**config.mk**
```make
export PLATFORM = sky130hd
export DESIGN_NAME = fx_accumulator_flat
export DESIGN_NICKNAME = d
export VERILOG_FILES = /design/src/rtl/fx_accumulator_pkg.sv /design/src/rtl/fx_accumulator_if.sv /design/src/rtl/fx_sat_add.sv /design/src/rtl/fx_accumulator.sv /design/src/flat_wrapper.sv
export SDC_FILE = /design/constraint.sdc
export NUM_CORES = 1
export LEC_CHECK = 0
export BUFFER_PORTS_ARGS = -buffer_cell sky130_fd_sc_hd__buf_4
export CORE_MARGIN = 2
export CORE_UTILIZATION = 28
export DETAILED_ROUTE_END_ITERATION = 16
export GPL_TIMING_DRIVEN = 0
export HOLD_SLACK_MARGIN = 0.08
export SKIP_CTS_REPAIR_TIMING = 1
export SLEW_MARGIN = 20
export SYNTH_ARGS = -nofsm -noshare
export SYNTH_HDL_FRONTEND = slang
export SYNTH_SLANG_ARGS = --single-unit
```
**constraint.sdc**
```tcl
create_clock -name clk -period 4.35 [get_ports clk]
set_clock_uncertainty 0.2 [all_clocks]
set_input_delay 0.2175 -clock clk [delete_from_list [all_inputs] [get_ports clk]]
set_output_delay 0.2175 -clock clk [all_outputs]
set_load 0.05 [all_outputs]
```
**src/rtl/fx_accumulator_pkg.sv**
```systemverilog
// Shared constants and types for the fixed-point accumulator datapath.
package fx_pkg;
   localparam int          FX_WIDTH = 32;
   localparam int          FX_FRAC  = 21;
   localparam logic [31:0] FX_MAX   = 32'h7FFF_FFFF;
   localparam logic [31:0] FX_MIN   = 32'h8000_0000;

   typedef enum logic [1:0] {
      IDLE  = 2'd0,
      ACCUM = 2'd1,
      DONE  = 2'd2
   } acc_state_t;
endpackage

```
**src/rtl/fx_accumulator_if.sv**
```systemverilog
// Control, term-stream and result handshake of the accumulator.
interface fx_accumulator_if
   import fx_pkg::*;
#(
   parameter int WIDTH = FX_WIDTH,
   parameter int CNT_W = 16
);
   logic             start;
   logic [CNT_W-1:0] num_terms;
   logic             in_valid;
   logic [WIDTH-1:0] in_data;
   logic             in_ready;
   logic             out_valid;
   logic [WIDTH-1:0] out_data;
   logic             out_ready;
   logic             overflow;
   logic             busy;

   // Producer / consumer side.
   modport master (
      output start, num_terms, in_valid, in_data, out_ready,
      input  in_ready, out_valid, out_data, overflow, busy
   );

   // Accumulator side.
   modport slave (
      input  start, num_terms, in_valid, in_data, out_ready,
      output in_ready, out_valid, out_data, overflow, busy
   );
endinterface

```
**src/rtl/fx_sat_add.sv**
```systemverilog
// Combinational two's-complement saturating adder with clamp flag.
module fx_sat_add #(
   parameter int WIDTH = 32
) (
   input  logic [WIDTH-1:0] a,
   input  logic [WIDTH-1:0] b,
   output logic [WIDTH-1:0] sum,
   output logic             sat
);
   localparam logic [WIDTH-1:0] SMAX = {1'b0, {(WIDTH-1){1'b1}}};
   localparam logic [WIDTH-1:0] SMIN = {1'b1, {(WIDTH-1){1'b0}}};

   logic [WIDTH:0] ext;

   // One guard bit: top two bits disagree exactly when the true sum is out of range.
   always_comb begin
      ext = {a[WIDTH-1], a} + {b[WIDTH-1], b};
      sat = ext[WIDTH] ^ ext[WIDTH-1];
      sum = ext[WIDTH-1:0];
      if (sat) sum = ext[WIDTH] ? SMIN : SMAX;
   end
endmodule

```
**src/rtl/fx_accumulator.sv**
```systemverilog
// Saturating accumulator over a programmed number of S,10.21 terms.
module fx_accumulator
   import fx_pkg::*;
#(
   parameter int WIDTH = FX_WIDTH,
   parameter int CNT_W = 16
) (
   input logic              clk,
   input logic              rst,
   fx_accumulator_if.slave  bus
);
   acc_state_t       state;
   logic [WIDTH-1:0] acc;
   logic [CNT_W-1:0] count;
   logic             ovf;
   logic [WIDTH-1:0] sum;
   logic             sat;
   logic             accept;

   fx_sat_add #(.WIDTH(WIDTH)) u_add (
      .a   (acc),
      .b   (bus.in_data),
      .sum (sum),
      .sat (sat)
   );

   assign accept        = (state == ACCUM) && bus.in_valid;
   assign bus.in_ready  = (state == ACCUM);
   assign bus.out_valid = (state == DONE);
   // acc doubles as the result register so it survives the return to IDLE.
   assign bus.out_data  = acc;
   assign bus.overflow  = ovf;
   assign bus.busy      = (state != IDLE);

   // Control FSM plus accumulator/counter update.
   always_ff @(posedge clk) begin
      if (rst) begin
         state <= IDLE;
         acc   <= '0;
         count <= '0;
         ovf   <= 1'b0;
      end else begin
         case (state)
            IDLE: begin
               if (bus.start) begin
                  acc <= '0;
                  ovf <= 1'b0;
                  if (bus.num_terms == '0) begin
                     state <= DONE;
                  end else begin
                     count <= bus.num_terms;
                     state <= ACCUM;
                  end
               end
            end
            ACCUM: begin
               if (accept) begin
                  acc   <= sum;
                  count <= count - 1'b1;
                  if (sat) ovf <= 1'b1;
                  if (count == CNT_W'(1)) state <= DONE;
               end
            end
            DONE: begin
               if (bus.out_ready) state <= IDLE;
            end
            default: state <= IDLE;
         endcase
      end
   end
endmodule

```
**src/flat_wrapper.sv**
```systemverilog
// flat-port wrapper written by rule: the top's interface ports become plain ports
module fx_accumulator_flat import fx_pkg::*;
#(
   parameter int WIDTH = FX_WIDTH,
   parameter int CNT_W = 16
)
  (clk, rst, bus_start, bus_num_terms, bus_in_valid, bus_in_data, bus_out_ready, bus_in_ready, bus_out_valid, bus_out_data, bus_overflow, bus_busy);
  fx_accumulator_if #(.WIDTH(WIDTH), .CNT_W(CNT_W)) bus_i ();
  input logic clk;
  input logic rst;
  input wire logic [$bits(bus_i.start)-1:0] bus_start;
  input wire logic [$bits(bus_i.num_terms)-1:0] bus_num_terms;
  input wire logic [$bits(bus_i.in_valid)-1:0] bus_in_valid;
  input wire logic [$bits(bus_i.in_data)-1:0] bus_in_data;
  input wire logic [$bits(bus_i.out_ready)-1:0] bus_out_ready;
  output wire logic [$bits(bus_i.in_ready)-1:0] bus_in_ready;
  output wire logic [$bits(bus_i.out_valid)-1:0] bus_out_valid;
  output wire logic [$bits(bus_i.out_data)-1:0] bus_out_data;
  output wire logic [$bits(bus_i.overflow)-1:0] bus_overflow;
  output wire logic [$bits(bus_i.busy)-1:0] bus_busy;
  assign bus_i.start = bus_start;
  assign bus_i.num_terms = bus_num_terms;
  assign bus_i.in_valid = bus_in_valid;
  assign bus_i.in_data = bus_in_data;
  assign bus_i.out_ready = bus_out_ready;
  assign bus_in_ready = bus_i.in_ready;
  assign bus_out_valid = bus_i.out_valid;
  assign bus_out_data = bus_i.out_data;
  assign bus_overflow = bus_i.overflow;
  assign bus_busy = bus_i.busy;
  fx_accumulator #(.WIDTH(WIDTH), .CNT_W(CNT_W)) u_core (.clk(clk), .rst(rst), .bus(bus_i));
endmodule
```
-- Word level (Yosys, flattened, before mapping)
Cells that the tools add are included.
- flip-flop bits (word level): 51
- input port bits: 53
- word-level logic and storage cells: 44
- add/sub/neg operators: 2
- equality and inequality tests: 9
- multiplexer cells: 19
- bitwise gates (word level): 1
- reduce and logical (&&, ||, !) cells: 9
- operators with widths (cell ; number):
    32-bit two-way mux ; 4
    32-bit one-hot mux with 2 select lines ; 1
    16-bit two-way mux ; 3
    32-bit by 32-bit adder with 33-bit output ; 1
    16-bit one-hot mux with 2 select lines ; 1
    16-bit by 1-bit equality test with 1-bit output, second input constant ; 1
    16-bit zero test ; 1
    16-bit by 1-bit subtractor with 16-bit output, second input constant ; 1
    4-bit AND reduction ; 3
    2-bit two-way mux ; 5
    2-bit by 1-bit != test with 1-bit output, second input constant ; 3
    2-bit != test, second input constant ; 3
    2-bit one-hot mux with 3 select lines ; 1
    2-bit nonzero test ; 2
    1-bit two-way mux ; 3
    3-bit AND reduction ; 1
    2-bit by 1-bit equality test with 1-bit output, second input constant ; 1
    2-bit equality test, second input constant ; 1
    2-bit zero test ; 1
    1-bit one-hot mux with 2 select lines ; 1
    1-bit logical AND ; 1
    1-bit XOR ; 1

-- Longest topological paths before layout
- depth in word-level cells: 5
- depth in mapped cells: 12

-- Cells and area by module
A second synthesis with hierarchy kept.
- cells, all modules: 552
- area total of the unflattened synthesis: 4314.1 sq um
- modules (own cells, without submodules) (module ; instances ; cells an instance ; area an instance (sq um) ; seq. area each (sq um)):
    fx_accumulator ; 1 ; 265 ; 2265.9 ; 1021.0
    fx_sat_add ; 1 ; 287 ; 2048.2 ; 0.0

-- Least setup slack after synthesis
No wires, ideal clock.
- path type: register to register
- start: reg u_core.acc[0] (netlist: u_core.bus.out_data[0])
- end: reg u_core.acc[21] (netlist: u_core.bus.out_data[21])
- setup time: 0.142 ns
- arrival: 3.093 ns
- required time: 4.008 ns
- slack: 0.915 ns
- stages on the path, launching flop included: 13
- buffers on the path: 1
- path through: dfxtp_1 > ha_1 > fa_1 > a211oi_2 > o211ai_2 > a31oi_4 > o21ai_2 > a41o_1 > a2111o_1 > o211a_4 > buf_6 > o21ai_2 > a21oi_2
- longest elaborated chain between the ends: 5
- elaborated cells on any way between the ends: 6
- classes of those cells: add/sub (1); mux (4); bitwise (1)
- RTL lines (what ; RTL line ; RTL):
    from (decl) ; fx_accumulator.sv:13 ; logic [WIDTH-1:0] acc;
    from (signal assigned) ; fx_accumulator.sv:58 ; acc <= sum;
    32-bit by 32-bit adder with 33-bit output (*) ; fx_sat_add.sv:17 ; ext = {a[WIDTH-1], a} + {b[WIDTH-1], b};
    32-bit two-way mux or 1-bit XOR (tied branches) ; fx_sat_add.sv:20, fx_sat_add.sv:18 ;
    32-bit two-way mux (*) ; fx_sat_add.sv:20 ; if (sat) sum = ext[WIDTH] ? SMIN : SMAX;
    32-bit two-way mux (*) ; fx_accumulator.sv:57 ; if (accept) begin
    32-bit one-hot mux with 2 select lines (*) ; fx_accumulator.sv:43 ; case (state)
Mark *: on every way between the ends. The rest lies on a longest branch, timed or not. The select of a mux whose other input is x is not followed.
A chain may end at the register's enable or synchronous reset.

-- Worst setup path in the final report
- start: reg u_core.acc[0] (netlist: u_core.bus.out_data[0])
- end: reg u_core.acc[16] (netlist: u_core.bus.out_data[16])
Same word-level chain as after synthesis.

==> impl_results.md <==
* Status: finished clean
* Synth Area in Simple Gates at 20.3%
* Sum Neg Setup Slack at 0 ps
* Vias per std cell at 5.20
* CTS tree: yes
* Worst-path clk slew at 80 ps
* CORE AREA at 15100 sq um
* Number of synthesized register bits at 51
* Logic pwr share at 39.6%
* Placer Congestion at 0.857
* Die X at 128 um
* NumNets Final at 738
* FP Rows at 45
* Clock latency at the later pin of the worst-skew pair at 300 ps
* Buf/Inv on CP at 1
* Most frequent cells in the layout: buf_4 (87), nand2_1 (80), dfxtp_1 (51)
* DRT antenna net count at 0
* Initial antenna violation count at 0
* Cell Chain, Critical Path: ha_1 -> fa_1 -> a211oi_2 -> o211ai_2 -> a31oi_4 -> o21ai_2 -> a41o_1 -> a2111o_1 -> o211a_4 -> buf_6 -> o21ai_2 -> a21oi_2
* Max Freq at 280 MHz
* R2R cell count at 12
* Relative slew slack at 47.1%
* CP Capture Point: u_core.bus.out_data[16]
* Netlist Area Pre-Place at 4320 sq um
* Syn. warnings at 0
* HPWL after DPL at 10100 um
* DR WL/cell at 15.5 um
* CP Data Arrival Time at 3530 ps
* Peak fanout along the critical path at 10
* Port bufs at 87
* Net Switching at 626 uW
* Crit path kind: reg -> reg
* Internal power at 950 uW
* Layout cell share with drive strength beyond 1 at 26.1%
* FF-to-FF Start: u_core.bus.out_data[0]
* N_diodes at 0
* R2r endpoint: u_core.bus.out_data[16]
* Top_reg_cell synth: dfxtp_1
* Worst path max stage delay at 470 ps
* Final Hold Viols at 0
* Post-synthesis mux area share at 0.232%
* DRC viols at 0
* Least-Margin Pin Slew at 794 ps
* Starting density of the core at 28.5%
* DR pass1 iterations at 4
* Grt total ovfl at 0
* Worst Setup SP: u_core.bus.out_data[0]
* Post-synthesis sequential area ratio at 23.6%
* Placed Area at 5210 sq um
* Critical path's slowest cell: a2111o_1
* Final min period at 3570 ps
* Global-route usage over all layers at 15.8%
* Clk pwr share at 26.0%
* Seq. cell area at 1020 sq um
* HP Class: in -> reg
* Max clock buf depth at 2
* Peak supply drop at 155 uV
* Die ar. at 16400 sq um
* Most common cell after layout, fill and taps aside: buf_4
* Yosys cell types at 65
* Largest delay share family, worst path: compound AO/OA/AOI/OAI gates
* Xor-xnor portion of the synthesized cell area at 5.04%
* Core Util, Final at 35.4%
* Number of global-route vias before repair at 4189
* Placed Cells at 830
* Element type at the critical path start: flip-flop
* Switch share at 39.7%
* Max-cap check violation count at 0
* Fillers at 1614
* Area delta synth->final at 24.1%
* Syn nets at 643
* Slew Viols, Final at 0
* Io pins at 89
* Setup Viol. Count Final at 0
* Largest net degree at the start of global routing at 17
* Clock sink total at 51
* Crit path capture type: flip-flop
* Fin area at 5370 sq um
* Tot Pwr at 1.58 mW
* Syn Area/Cell at 7.79 sq um
* Worst path required time at 4300 ps
* Gate Count Post-Synth at 555
* Adder-cell share of the synthesized area at 10.3%
* Reg power frac at 34.3%
* Async S/R FF share, synth at 0%
* Leak pwr at 2.14 nW
* CP dominant cell by count: o21ai_2
* PwrDens at 294 nW/um^2
* Tcrit/Tclk final at 82.2%
* 1st-iter DRT viols at 204
* First-pass GRT wire length at 21200 um
* RSZ-0062 raised after global routing: no
* Via count at 4366
* Number of flops mapped to enable cells by yosys at 0
* Setup slack, reg-to-reg at 780 ps
* Root buffer cell: clkbuf_16
* Worst path depth at 12
* CTS Buf Count at 5
* Largest family of logic cells by synthesized area: compound AO/OA/AOI/OAI gates
* Drt total wl at 13000 um
* Area occupied by multi-input gates at 3100 sq um
* Post-synthesis compound-gate area fraction at 36.0%
* H-tree levels at 2
* Final Non-Filler Cells at 839
* Chip height at 128 um
==> synth_stat cells (all sizes together) (3+ instances only) <==
cell type  number  area share (%)
or4             4            0.69
o211ai          7             1.3
a221oi          3            0.61
nand2          80             6.9
a211oi         13             2.5
nand2b          7             1.0
o21a            3            0.52
o22ai           4            0.58
nor2b          10             1.4
buf             8             1.8
clkbuf         18             1.6
a21oi          76              11
xnor2          16             3.2
a31oi           7             1.5
or3             5            0.72
o21ai          62             9.9
nor4            4            0.58
and2            4            0.58
ha             34             9.8
nand3          11             1.3
nor2           40             3.5
inv            13             1.1
o32ai           3            0.61
a22oi           7             1.2
nor3           13             1.6
dfxtp          51              24
o31ai           4            0.69
a21o            8             1.4
xor2            8             1.8
==> sequential cells by signal (all words and copies together) (netlist names) <==
name,cells
u_core.bus.out_data,32
u_core.bus.overflow,1
u_core.count,16
u_core.state,2
==> routing by layer <==
metal | wire [um] | GRT usage (%) | vias to the layer above
met1 | 6260 | 21.9 | 2002
met2 | 5830 | 25.8 | 117
met4 | 227 | 4.33 | 0
met3 | 666 | 2.17 | 16
met5 | 0 | 0 | -
li1 | - | - | 2231
==> worst min path at each step <==
stage | slack, ps | cells after the start | end | startpoint
after global routing | 90 | 3 | u_core.bus.overflow | bus_start
after CTS | 30 | 4 | u_core.state[1] | bus_out_ready
after detailed placement | 270 | 2 | u_core.bus.out_data[9] | u_core.bus.out_data[9]
final | 60 | 5 | u_core.count[7] | bus_num_terms[7]
after floorplan | 200 | 3 | u_core.state[1] | bus_out_ready
after global placement | 270 | 2 | u_core.bus.out_data[24] | u_core.bus.out_data[24]
==> cell families (layout without fill, tap and decap cells) <==
kind of cell,Yosys count,count (layout)
AOI/OAI and AO/OA,215,215
and+or+nand+nor,189,189
muxes,1,1
DFF,51,51
xor gates and xnor gates,24,24
buffers and inverters,40,136
adders and majority gates,35,35
==> worst reg2reg max path, cell delays in order (launching register included) <==
cell and delay [ps]:
dfxtp_1 340, ha_1 240, fa_1 450, a211oi_2 300
o211ai_2 160, a31oi_4 230, o21ai_2 120, a41o_1 320
a2111o_1 470, o211a_4 280, buf_6 160, o21ai_2 80
a21oi_2 70
==> through the flow <==
stage               worst slack, ps  hold slack [ps]
floorplan                       915              196
global placement                861              271
detailed placement              822              274
CTS                             801             30.4
global route                    608             86.4
finish                          775             59.3
==> power by group through the flow <==
stage                     combinational, mW  sequential [mW]  clock [mW]
after floorplan                       0.396            0.596           0
after global placement                0.620            0.551           0
after detailed placement              0.621            0.551           0
after CTS                             0.624            0.541       0.419
after global routing                  0.687            0.547       0.438
final                                 0.624            0.541       0.411
==> area by class of cell <==
class                      instances  share of cell area (%)
clock inverter                     2                   0.303
inverter                          14                   0.979
buffer                            26                    2.70
timing repair buffer              88                    12.4
sequential                        51                    19.0
clock buffer                       6                    2.40
multi-input combinational        464                    57.8
tap                              188                    4.38
Note: power is estimated with default switching activity, not from simulation.
